### config.mk
export PLATFORM = sky130hd
export DESIGN_NAME = seq_control
export DESIGN_NICKNAME = d
export VERILOG_FILES = /design/src/rtl/seq_control.sv
export SDC_FILE = /design/constraint.sdc
export NUM_CORES = 1
export LEC_CHECK = 0
export CAP_MARGIN = 10
export CORE_MARGIN = 4
export CORE_UTILIZATION = 30
export DETAILED_ROUTE_END_ITERATION = 6
export HOLD_SLACK_MARGIN = 0.08
export PLACE_DENSITY = 0.63
export SETUP_SLACK_MARGIN = 0.02
export SYNTH_ARGS = -nofsm -noshare
export SYNTH_HDL_FRONTEND = slang
export SYNTH_SLANG_ARGS = --single-unit
export TNS_END_PERCENT = 100
### constraint.sdc
create_clock -name clk -period 1.62 [get_ports clk]
set_input_delay 0.324 -clock clk [delete_from_list [all_inputs] [get_ports clk]]
set_output_delay 0.324 -clock clk [all_outputs]
set_load 0.02 [all_outputs]
### src/rtl/seq_control.sv
// Multi-cycle instruction sequencer: FETCH/DECODE/EXEC/MEM/WB control strobes for a small datapath.
// Define SEQ_CONTROL_STACK_EN to enable push, pop and stack-form load; otherwise those opcodes are illegal.
module seq_control #(
  parameter int DATA_W = 16,
  parameter int REG_AW = 4,
  parameter int ADDR_W = 10
) (
  input  logic              clk,
  input  logic              rst_n,
  input  logic              start,
  input  logic [DATA_W-1:0] instr,
  input  logic              instr_valid,
  input  logic              mem_ack,
  input  logic              flag_neg,
  input  logic              flag_zero,
  output logic              fetch_req,
  output logic              pc_inc,
  output logic              jump_take,
  output logic              alu_en,
  output logic              cmp_en,
  output logic              reg_we,
  output logic              const_sel,
  output logic              mem_req,
  output logic              mem_we,
  output logic              stack_op,
  output logic [1:0]        alu_func,
  output logic [REG_AW-1:0] reg_waddr,
  output logic [REG_AW-1:0] reg_x,
  output logic [REG_AW-1:0] reg_y,
  output logic [DATA_W-1:0] const_val,
  output logic              halted,
  output logic              illegal
);

  localparam int IMM_W = DATA_W - 4 - REG_AW;
  localparam logic [DATA_W-1:0] ONE = {{(DATA_W-1){1'b0}}, 1'b1};
`ifdef SEQ_CONTROL_STACK_EN
  localparam logic STACK_EN = 1'b1;
`else
  localparam logic STACK_EN = 1'b0;
`endif

  typedef enum logic [2:0] {
    ST_IDLE   = 3'd0,
    ST_FETCH  = 3'd1,
    ST_DECODE = 3'd2,
    ST_EXEC   = 3'd3,
    ST_MEM    = 3'd4,
    ST_WB     = 3'd5,
    ST_HALT   = 3'd6
  } state_t;

  state_t            state_r, state_s;
  logic [DATA_W-1:0] ir_r;
  logic [3:0]        op_s;
  logic              fa_s, fb_s;
  logic [REG_AW-1:0] r0_s, r1_s, r2_s;
  logic [IMM_W-1:0]  imm_s;
  logic [DATA_W-1:0] imm_sx_s;
  logic              is_stack_s, legal_s, is_alu_s, is_mem_s, mem_wr_s, is_jump_s, take_s;

  logic [1:0]        func_s;
  logic [REG_AW-1:0] waddr_s, x_s, y_s;
  logic [DATA_W-1:0] cval_s;
  logic              csel_s;
  logic fetch_req_s, pc_inc_s, jump_take_s, alu_en_s, cmp_en_s, reg_we_s;
  logic mem_req_s, mem_we_s, stack_op_s, halted_s, illegal_s;

  assign op_s     = ir_r[DATA_W-1:DATA_W-4];
  assign fa_s     = ir_r[DATA_W-5];
  assign fb_s     = ir_r[DATA_W-6];
  assign r0_s     = ir_r[REG_AW-1:0];
  assign r1_s     = ir_r[2*REG_AW-1:REG_AW];
  assign r2_s     = ir_r[3*REG_AW-1:2*REG_AW];
  assign imm_s    = ir_r[DATA_W-5:REG_AW];
  assign imm_sx_s = {{(DATA_W-IMM_W){imm_s[IMM_W-1]}}, imm_s};

  // Load form selects stack via bit DATA_W-5; bit DATA_W-6 low turns it into a write.
  assign is_stack_s = ((op_s == 4'h9) && fa_s) || (op_s == 4'hB) || (op_s == 4'hC);
  assign legal_s    = !is_stack_s || STACK_EN;
  assign is_alu_s   = (op_s >= 4'h1) && (op_s <= 4'h6);
  assign is_mem_s   = (op_s >= 4'h9) && (op_s <= 4'hC);
  assign mem_wr_s   = ((op_s == 4'h9) && !fb_s) || (op_s == 4'hA) || (op_s == 4'hB);
  assign is_jump_s  = (op_s >= 4'hD);
  assign take_s     = ((op_s == 4'hD) && flag_neg) || ((op_s == 4'hE) && flag_zero) || (op_s == 4'hF);

  // Operand field decode of the instruction register; captured when DECODE completes.
  always_comb begin
    func_s  = 2'b00;
    waddr_s = {REG_AW{1'b0}};
    x_s     = {REG_AW{1'b0}};
    y_s     = {REG_AW{1'b0}};
    cval_s  = {DATA_W{1'b0}};
    csel_s  = 1'b0;
    case (op_s)
      4'h1, 4'h2, 4'h3, 4'h4, 4'h6, 4'h7: begin
        waddr_s = r2_s;
        x_s     = r1_s;
        y_s     = r0_s;
        case (op_s)
          4'h1:       func_s = 2'b10;
          4'h2:       func_s = 2'b11;
          4'h4, 4'h6: func_s = 2'b01;
          default:    func_s = 2'b00;
        endcase
      end
      4'h5: begin
        waddr_s = r0_s;
        x_s     = r0_s;
        csel_s  = 1'b1;
        // Negative immediates become a subtract of the magnitude.
        if (imm_s[IMM_W-1]) begin
          func_s = 2'b01;
          cval_s = ~imm_sx_s + ONE;
        end else begin
          func_s = 2'b00;
          cval_s = imm_sx_s;
        end
      end
      4'h8: begin
        waddr_s = r0_s;
        x_s     = r0_s;
        csel_s  = 1'b1;
        cval_s  = imm_sx_s;
      end
      4'h9, 4'hA, 4'hB, 4'hC: begin
        waddr_s = r1_s;
        y_s     = r1_s;
        x_s     = r0_s;
      end
      4'hD, 4'hE, 4'hF: begin
        if (fa_s) begin
          csel_s = 1'b1;
          cval_s = {{(DATA_W-ADDR_W){1'b0}}, ir_r[ADDR_W-1:0]};
        end else begin
          x_s = r0_s;
        end
      end
      default: begin
        func_s = 2'b00;
      end
    endcase
  end

  // Next-state and next-strobe logic; strobes are registered so they coincide with the state entered.
  always_comb begin
    state_s     = state_r;
    fetch_req_s = 1'b0;
    pc_inc_s    = 1'b0;
    jump_take_s = 1'b0;
    alu_en_s    = 1'b0;
    cmp_en_s    = 1'b0;
    reg_we_s    = 1'b0;
    mem_req_s   = 1'b0;
    mem_we_s    = 1'b0;
    stack_op_s  = 1'b0;
    halted_s    = 1'b0;
    illegal_s   = 1'b0;
    case (state_r)
      ST_IDLE: begin
        if (start) begin
          state_s     = ST_FETCH;
          fetch_req_s = 1'b1;
        end else begin
          state_s = ST_IDLE;
        end
      end
      ST_FETCH: begin
        if (instr_valid) begin
          state_s = ST_DECODE;
        end else begin
          fetch_req_s = 1'b1;
        end
      end
      ST_DECODE: begin
        if (op_s == 4'h0) begin
          state_s  = ST_HALT;
          halted_s = 1'b1;
        end else if (!legal_s) begin
          state_s     = ST_FETCH;
          illegal_s   = 1'b1;
          pc_inc_s    = 1'b1;
          fetch_req_s = 1'b1;
        end else begin
          state_s  = ST_EXEC;
          alu_en_s = is_alu_s;
          cmp_en_s = (op_s == 4'h6);
        end
      end
      ST_EXEC: begin
        if (is_mem_s) begin
          state_s    = ST_MEM;
          mem_req_s  = 1'b1;
          mem_we_s   = mem_wr_s;
          stack_op_s = is_stack_s && STACK_EN;
        end else if (is_jump_s) begin
          state_s     = ST_FETCH;
          fetch_req_s = 1'b1;
          jump_take_s = take_s;
          pc_inc_s    = !take_s;
        end else if (op_s == 4'h6) begin
          state_s     = ST_FETCH;
          fetch_req_s = 1'b1;
          pc_inc_s    = 1'b1;
        end else begin
          state_s  = ST_WB;
          reg_we_s = 1'b1;
          pc_inc_s = 1'b1;
        end
      end
      ST_MEM: begin
        if (mem_ack) begin
          if (mem_we) begin
            state_s     = ST_FETCH;
            fetch_req_s = 1'b1;
            pc_inc_s    = 1'b1;
          end else begin
            state_s  = ST_WB;
            reg_we_s = 1'b1;
            pc_inc_s = 1'b1;
          end
        end else begin
          mem_req_s  = 1'b1;
          mem_we_s   = mem_we;
          stack_op_s = stack_op;
        end
      end
      ST_WB: begin
        state_s     = ST_FETCH;
        fetch_req_s = 1'b1;
      end
      ST_HALT: begin
        if (start) begin
          state_s     = ST_FETCH;
          fetch_req_s = 1'b1;
          pc_inc_s    = 1'b1;
        end else begin
          halted_s = 1'b1;
        end
      end
      default: begin
        state_s = ST_IDLE;
      end
    endcase
  end

  // State, instruction register and all output registers.
  always_ff @(posedge clk or negedge rst_n) begin
    if (!rst_n) begin
      state_r   <= ST_IDLE;
      ir_r      <= {DATA_W{1'b0}};
      fetch_req <= 1'b0;
      pc_inc    <= 1'b0;
      jump_take <= 1'b0;
      alu_en    <= 1'b0;
      cmp_en    <= 1'b0;
      reg_we    <= 1'b0;
      mem_req   <= 1'b0;
      mem_we    <= 1'b0;
      stack_op  <= 1'b0;
      halted    <= 1'b0;
      illegal   <= 1'b0;
      const_sel <= 1'b0;
      alu_func  <= 2'b00;
      reg_waddr <= {REG_AW{1'b0}};
      reg_x     <= {REG_AW{1'b0}};
      reg_y     <= {REG_AW{1'b0}};
      const_val <= {DATA_W{1'b0}};
    end else begin
      state_r   <= state_s;
      fetch_req <= fetch_req_s;
      pc_inc    <= pc_inc_s;
      jump_take <= jump_take_s;
      alu_en    <= alu_en_s;
      cmp_en    <= cmp_en_s;
      reg_we    <= reg_we_s;
      mem_req   <= mem_req_s;
      mem_we    <= mem_we_s;
      stack_op  <= stack_op_s;
      halted    <= halted_s;
      illegal   <= illegal_s;
      if ((state_r == ST_FETCH) && instr_valid) begin
        ir_r <= instr;
      end
      // Operand selects stay stable from EXEC until the next instruction decodes.
      if (state_r == ST_DECODE) begin
        const_sel <= csel_s;
        alu_func  <= func_s;
        reg_waddr <= waddr_s;
        reg_x     <= x_s;
        reg_y     <= y_s;
        const_val <= cval_s;
      end
    end
  end

endmodule

-- Word level (Yosys, flattened, before mapping)
Index checks and enable logic that the tools add are counted.
W data, S select, Z words.
- reductions and logical operators: 25
- order comparisons: 5
- equality and inequality tests: 24
- add/subtract/negate cells: 1
- mux-type cells: 63
- bitwise gates (word level): 1
- operators by type and width (kind ; count):
    $pmux W16 S3 ; 1
    $mux W1 ; 37
    $eq A4 B4 Y1 const B ; 8
    $mux W3 ; 8
    $pmux W4 S3 ; 2
    $pmux W3 S7 ; 1
    $add A16 B1 Y16 const B ; 1
    $eq A4 B3 Y1 const B ; 4
    $mux W16 ; 1
    $not A16 Y16 ; 1
    $reduce_or A6 Y1 ; 2
    $mux W10 ; 1
    $pmux W1 S2 ; 5
    $eq A3 B3 Y1 const B ; 3
    $eq A4 B2 Y1 const B ; 2
    $ge A4 B4 Y1 const B ; 2
    $pmux W4 S2 ; 1
    $logic_and A1 B1 Y1 ; 7
    $eq A3 B2 Y1 const B ; 2
    $logic_or A1 B1 Y1 ; 6
    $ne A2 B2 Y1 const B ; 3
    $pmux W1 S6 ; 1
    $pmux W2 S3 ; 1
    $reduce_or A2 Y1 ; 3
    15 further kinds ; 16
- bits in registers: 61
- input port bits: 23

-- Logic depth before layout (Yosys ltp)
Gate-level depths: netlist of the first run.
- word-level depth: 8
- depth in mapped cells: 7
- gate-level depth less buffers: 6

-- Least setup slack after synthesis of the first run
No wires, ideal clock.
- path kind: flip-flop to flip-flop
- from: register ir_r[13]
- to: register reg_waddr[0]
- arrival: 1.623 ns
- setup slack: -0.135 ns
- library setup time: 0.132 ns
- cell stages (with the launch flop): 8
- period minus slack after synthesis: 1.755 ns
- path buffers: 3
- data required time: 1.488 ns
- cells stage by stage: dfrtp_1 buf_6 or3_1 buf_6 and3_4 buf_6 a222oi_1 o21ai_1
- cells in the longest elaborated chain, start to end: 3
- elaborated cells on any way between the ends: 16
- those cells by class: eq/ne: 12; mux: 1; reduce/logical: 3
- RTL lines (what ; RTL line ; text):
    from (decl) ; 54 ; logic [DATA_W-1:0] ir_r;
    from (signal assigned) ; 251 ; ir_r <= {DATA_W{1'b0}};
    from (signal assigned) ; 283 ; ir_r <= instr;
    $eq A4 B3 Y1, or another cell as far along ; 95 ; case (op_s)
    $reduce_or A6 Y1, or another cell as far along ; 95 ;
    $pmux W4 S3 * ; 95 ;
    to (signal assigned) ; 265 ; reg_waddr <= {REG_AW{1'b0}};
    to (signal assigned) ; 289 ; reg_waddr <= waddr_s;
    to (decl) ; 27 ; output logic [REG_AW-1:0] reg_waddr,
Mark *: on every way between the ends. The rest lies on a longest branch, timed or not.
A chain may end at the register's enable or synchronous reset.

-- Final worst setup path of the first run
- from: register ir_r[14]
- to: register reg_waddr[1]
The elaborated chain is that of the path after synthesis.

==> results of run 1 <==
## through the flow
| stage | cell area, um^2 | TNS [ns] | hold slack (ns) |
|---|---|---|---|
| floorplan | 2940 | -0.351 | 0.0284 |
| global placement | 3840 | -0.134 | 0.345 |
| detailed placement | 3840 | -0.505 | 0.350 |
| CTS | 4000 | -0.0718 | 0.483 |
| global route | 4230 | -0.839 | 0.510 |
| finish | 4230 | -0.0523 | 0.475 |
## worst max-delay path, delay by kind of cell, from the launching register on
family | cells | cell delay [ns]
AOI/OAI and AO/OA | 2 | 0.47
DFF | 1 | 0.43
and+or+nand+nor | 2 | 0.65
## flip-flops by register name, summed over array words and instances, names as in the netlist, 2 cells and up
signal	flops
alu_func	2
reg_x	4
const_val	12
reg_y	4
reg_waddr	4
state_r	3
ir_r	16
## cell usage in the layout, fill, tap and decap left out, drive strengths merged, types with 2 or more instances in the layout
master and n:
dfrtp 56, buf 49, nand2 43, o21ai 33, dlygate4sd2 32, nor2 31
clkdlybuf4s50 26, a21oi 15, inv 12, clkbuf 7, mux2 6, a31oi 6
nand3 5, a221oi 5, a222oi 5, and3 5, nor2b 5, and2 5
o22ai 5, nand2b 4, o211ai 4, dlymetal6s2s 4, or3 4, nor3 4
nand3b 3, o21a 3, a311oi 3, nor3b 2, a41oi 2, o2bb2ai 2
nor4b 2
## synthesized netlist by cell type, drive strengths merged (2+ instances only)
cell     number
a21oi        15
a221oi        5
a222oi        5
a311oi        3
a31oi         6
a41oi         2
and2          5
and3          5
buf          16
clkbuf       18
dfrtp        56
inv          11
mux2          6
nand2        43
nand2b        4
nand3         5
nand3b        3
nor2         31
nor2b         5
nor3          4
nor3b         2
nor4b         2
o211ai        4
o21a          2
o21ai        33
o22ai         5
o2bb2ai       2
or3           4
## final cells by class
class                      instances  area [um^2]
fill                             898         5100
multi-input combinational        223         1480
sequential                        56         1410
timing repair buffer             113         1020
tap                              129          161
clock buffer                       6         72.6
inverter                          11         41.3
clock inverter                     2         38.8
## power by group
part	total, mW	internal, mW	switching (mW)
Clock	0.932	0.468	0.463
Sequential	2.50	2.00	0.504
Combinational	5.07	2.29	2.78
## kinds of logic after synthesis
logic type	after synthesis	share of synthesized area
flip-flops	56	0.481
buffers and inverters	45	0.0748
XOR/XNOR	2	0.00602
other	1	0.00129
adder cells (fa/ha/maj)	1	0.00430
multiplexers	6	0.0232
AO/OA/AOI/OAI	93	0.208
AND/OR/NAND/NOR	119	0.201
## routing by layer
layer	part of all wire	up-vias
met1	0.45	1326
met5	0	-
met4	0.021	0
li1	-	1318
met2	0.46	113
met3	0.069	15
## worst max path at each step
stage	startpoint	to	slack, ns	depth (start not counted)
2_1_floorplan	ir_r[13]	reg_waddr[2]	-0.09	7
3_3_place_gp	instr_valid	ir_r[14]	-0.02	4
3_5_place_dp	ir_r[13]	reg_waddr[2]	-0.08	4
4_1_cts	ir_r[14]	reg_waddr[2]	-0.04	4
5_1_grt	ir_r[13]	const_val[1]	-0.14	4
6_report	ir_r[14]	reg_waddr[1]	-0.03	4
## timing repair
action                                 in CTS  in global routing
buffers inserted                            6                  5
endpoints found under the hold margin      56                  0
pin swaps                                   5                 17
gates resized for setup                    47                 44
cloned                                      0                  1
hold buffers                                1                  0
setup endpoints to repair                  56                 35
==> out/metrics.csv, run 1 <==
metric,value,unit
status,"complete, but fails checks",
failing checks,setup timing,
cell count after synthesis,323,
Max Clk Rate,606,MHz
number of global-route vias before repair,2631,
Post-Place Worst Slack,-0.0802,ns
DR pass1 iterations,5,
"Slew Viols, Final",0,
min-delay src,alu_func[1],
syn avg cell area,9.01,um^2
Synthesized Nets,347,
LEAKAGE,1.90,nW
final RePlAce weighted congestion,0.872,
final antenna-violating net count,0,
"FFs w/ async S/R, synth",1.00,
wire per inst,15.1,um
initial antenna violation count,0,
Via Count,2772,
worst-path fanout max,8,
worst path required time,1.82,ns
r2r worst-path depth,4,
clock slew at reported path FFs,0.10,ns
Pwr Total,8.50,mW
RSZ-0062 raised after global routing,yes,
"Top FF cell, synth",dfrtp_1,
Final Setup Violations,2,
Initial Util,0.312,
Antenna diodes,0,
GRT Total Usage,0.144,
DRT Wirelength,8170,um
Max clock buf depth,2,
met2 GRT Util,0.222,
CP max-delay cell,dfrtp_1,
WHS Endpoint,alu_func[1],
worst skew pair latency,0.31,ns
final period utilization,1.02,
"Distinct cells, synth",54,
share of the core filled with cells,0.453,
crit path kind,register to register,
"area leader, netlist",dfrtp_1,
first-pass GRT wire length,13400,um
die span in y,107,um
core area,0.00933,mm^2
routed vias/inst,5.13,
area delta synth->final,45.2,%
nets,434,
buffers added on ports,63,
initial drt markers,367,
# placed instances,519,
Mapped Area,0.00291,mm^2
reg-to-reg endpoint,reg_waddr[1],
met3 Usage GRT,0.0261,
full die area,0.0113,mm^2
CP startpoint kind,register,
worst r2r src,ir_r[14],
number of synthesized flops with an enable pin,0,
sequential fraction of the synthesis area,0.481,
synth top area cells,"dfrtp_1, nand2_1, o21ai_0, nor2_1, a21oi_1",
total clock buffers created by CTS,5,
placed wire-length estimate,5840,um
die width,107,um
Ys Warns,0,
Power Density,2010,mW/mm^2
Layout Skew,0.00674,ns
Max IR drop VDD,0.784,mV
Non-Filler Instances,540,
max-cap violation count,0,
row count,35,
largest net degree at the start of global routing,57,
CP cell instances,"or3_4, and3_4, a222oi_1, o21ai_1",
CP endpoint kind,register,
layer with the highest usage,met2,
grt total ovfl,0,
share of cells above drive strength 1,0.248,
min Tclk post-route,1.65,ns
depth of the worst hold-timing path,2,
Root Driver,clkbuf_8,
# IOs,65,
WP data arrival,1.85,ns
Clock Sinks,56,
setup ws final,-0.0296,ns
CTS tree,yes,
DRC viols,0,
Synth Register Bits,56,
Reg2Reg Setup Slack,-0.03,ns
met1 Usage GRT,0.206,
area share of the largest cell type after synthesis,0.481,
Hold Path Class,register to register,
H-Tree Depth,2,
final hold vios,0,
CP peak stage delay,0.43,ns
Power figures use the tool's default switching activity.
==> inputs of run 2 (changes only) <==
DONT_BUFFER_PORTS = 1   (was default)
PLACE_DENSITY = 0.54   (was 0.63)
==> run 2 against run 1 <==
The run ends with hold timing, setup timing left; clock skew is 0.0031 ns higher; wire length is 0.69% lower; core utilization is 7.6 points lower; combinational power is 22% lower; final cell count is 12% lower; register-to-register slack worse by 0.06 ns; non-clock buffer count is 66 lower; sequential share of layout area is 6.6 points higher; critical path depth stayed put; power is 9.4% lower; sequential power is 18% higher; fmax is 3.8% lower; critical path type unchanged; critical endpoint is now reg_waddr[0]; largest cell class unchanged; largest power group unchanged; highest routed layer is now met5.
==> out/metrics.csv, run 2 (synthesis results as in run 1) <==
metric,value,unit,change
Reg2Reg Setup Slack,-0.09,ns,was -0.03 ns
Max IR drop VDD,0.667,mV,was 0.784 mV
r2r worst-path depth,4,,unchanged
GRT Total Usage,0.146,,was 0.144
CP startpoint kind,register,,unchanged
"Slew Viols, Final",0,,unchanged
post-placement cell area,0.00326,mm^2,was 0.00384 mm^2
final period utilization,1.06,,was 1.02
row count,35,,unchanged
reg-to-reg endpoint,reg_waddr[0],,was reg_waddr[1]
failing checks,"hold timing, setup timing",,was setup timing
initial drt markers,162,,was 367
crit path kind,register to register,,unchanged
total clock buffers created by CTS,5,,unchanged
initial antenna violation count,1,,was 0
routed vias/inst,5.22,,was 5.13
most frequent cells in the layout,"dfrtp_1, buf_4, nand2_1, nor2_1, o21ai_0",,"was dfrtp_1, nand2_1, buf_4, dlygate4sd2_1, nor2_1"
Comb pwr share,0.512,,was 0.596
DRC viols,0,,unchanged
Top Registers,"ir_r (16), const_val (12)",,unchanged
CP cell instances,"or3_4, and3_4, a222oi_1, o21ai_1",,unchanged
worst-path fanout max,6,,was 8
"delay-heaviest family, CP",simple AND/OR/NAND/NOR gates,,unchanged
buffers added on ports,0,,was 63
LEAKAGE,1.48,nW,was 1.90 nW
Hold WS,-0.319,ns,was 0.475 ns
CP endpoint kind,register,,unchanged
die width,107,um,unchanged
share of cells above drive strength 1,0.265,,was 0.248
number of global-route vias before repair,2416,,was 2631
share of the core filled with cells,0.377,,was 0.453
Final TNS setup,-0.252,ns,was -0.0523 ns
# IOs,65,,unchanged
Worst Path Buf+Inv,0,,unchanged
final hold vios,56,,was 0
Antenna diodes,0,,unchanged
Int Power,4.11,mW,was 4.75 mW
core area,0.00933,mm^2,unchanged
DRT Wirelength,8110,um,was 8170 um
Hold Path Class,input pin to async pin,,was register to register
area delta synth->final,20.8,%,was 45.2%
Final Setup Violations,6,,was 2
"most common cell after layout, fill and taps aside",dfrtp_1,,unchanged
CTS tree,yes,,unchanged
CP max-delay cell,dfrtp_2,,was dfrtp_1
Max Clk Rate,583,MHz,was 606 MHz
final RePlAce weighted congestion,0.906,,was 0.872
Seq pwr share,0.383,,was 0.294
Via Count,2470,,was 2772
post-route cell area,0.00352,mm^2,was 0.00423 mm^2
Switch Pwr,3.59,mW,was 3.75 mW
worst skew pair latency,0.32,ns,was 0.31 ns
Reg with most FFs,ir_r,,unchanged
max reg flops,16,,unchanged
switch share,0.466,,was 0.441
worst path required time,1.82,ns,about the same
first-pass GRT wire length,13100,um,was 13400 um
min Tclk post-route,1.71,ns,was 1.65 ns
Initial Util,0.312,,unchanged
power share of the clock group,0.105,,was 0.110
status,"complete, but fails checks",,unchanged
wire per inst,17.1,um,was 15.1 um
WP data arrival,1.92,ns,was 1.85 ns
Crit path depth,4,,unchanged
CP peak stage delay,0.46,ns,was 0.43 ns
DR pass1 iterations,5,,unchanged
Max clock buf depth,2,,unchanged
placed wire-length estimate,5920,um,was 5840 um
worst r2r src,ir_r[14],,unchanged
largest net degree at the start of global routing,57,,unchanged
Layout Skew,0.00989,ns,was 0.00674 ns
clock slew at reported path FFs,0.11,ns,was 0.10 ns
setup ws final,-0.0943,ns,was -0.0296 ns
nets,367,,was 434
Power Density,2190,mW/mm^2,was 2010 mW/mm^2
fill count,929,,was 898
final antenna-violating net count,0,,unchanged
die span in y,107,um,unchanged
Root Driver,clkbuf_8,,unchanged
RSZ-0062 raised after global routing,yes,,unchanged
grt total ovfl,0,,unchanged
H-Tree Depth,2,,unchanged
max-cap violation count,0,,unchanged
full die area,0.0113,mm^2,unchanged
Clock Sinks,56,,unchanged
[run 2: changes by cell type in the layout (fill, tap and decap cells not counted), sizes merged, moves of 2 or more]
| cell | change |
|---|---|
| buf | -2 |
| clkdlybuf4s50 | -26 |
| dlygate4sd2 | -32 |
| clkbuf | -2 |
| dlymetal6s2s | -4 |
[run 2: worst register-to-register path: stages (launching register included)]
cell and delay [ns]:
dfrtp_2 0.46, or3_4 0.40, and3_4 0.21, a222oi_1 0.43, o21ai_1 0.10
[run 2: routing by layer]
layer	vias up	track usage	routed length, um
met5	-	0	7
met4	2	0.0384	99
met3	9	0.0516	627
met2	70	0.217	3530
met1	1207	0.203	3840
li1	1182	-	-
[run 2: power by group through the flow]
stage	combinational [mW]	sequential (mW)	clock, mW
3_5_place_dp	3.53	2.96	0
6_report	3.95	2.95	0.809
5_1_grt	4.35	3.05	0.894
4_1_cts	3.76	2.94	0.836
3_3_place_gp	3.50	2.95	0
2_1_floorplan	2.48	2.74	0
[run 2: area by class of cell]
cell class | count | area, um^2 | share of cell area
Clock buffer | 5 | 68.8 | 0.0196
Clock inverter | 3 | 21.3 | 0.00605
Inverter | 11 | 41.3 | 0.0117
Multi-Input combinational cell | 222 | 1420 | 0.404
Sequential cell | 56 | 1400 | 0.399
Tap cell | 129 | 161 | 0.0459
Timing Repair Buffer | 47 | 398 | 0.113
[run 2: worst max-delay path by stage]
stage                  start           end
CTS                 ir_r[14]  reg_waddr[0]
detailed placement  ir_r[14]  reg_waddr[0]
floorplan           ir_r[13]  reg_waddr[2]
global route        ir_r[12]  reg_waddr[0]
global placement    ir_r[14]  reg_waddr[0]
finish              ir_r[14]  reg_waddr[0]
[run 2: metrics by stage]
| step | setup WS, ns | power, mW | std cells |
|---|---|---|---|
| global placement | -0.0883 | 6.45 | 461 |
| floorplan | -0.0906 | 5.22 | 323 |
| detailed placement | -0.120 | 6.49 | 461 |
| finish | -0.0943 | 7.71 | 473 |
| CTS | -0.0823 | 7.54 | 473 |
| global route | -0.157 | 8.29 | 473 |
[run 2: repair_timing]
| action | 4_1_cts | 5_1_grt |
|---|---|---|
| resized for setup | 18 | 18 |
| hold endpoints to repair | 56 | 56 |
| setup buffers | 4 | 0 |
| setup endpoints to repair | 26 | 38 |
| pin swaps | 11 | 6 |
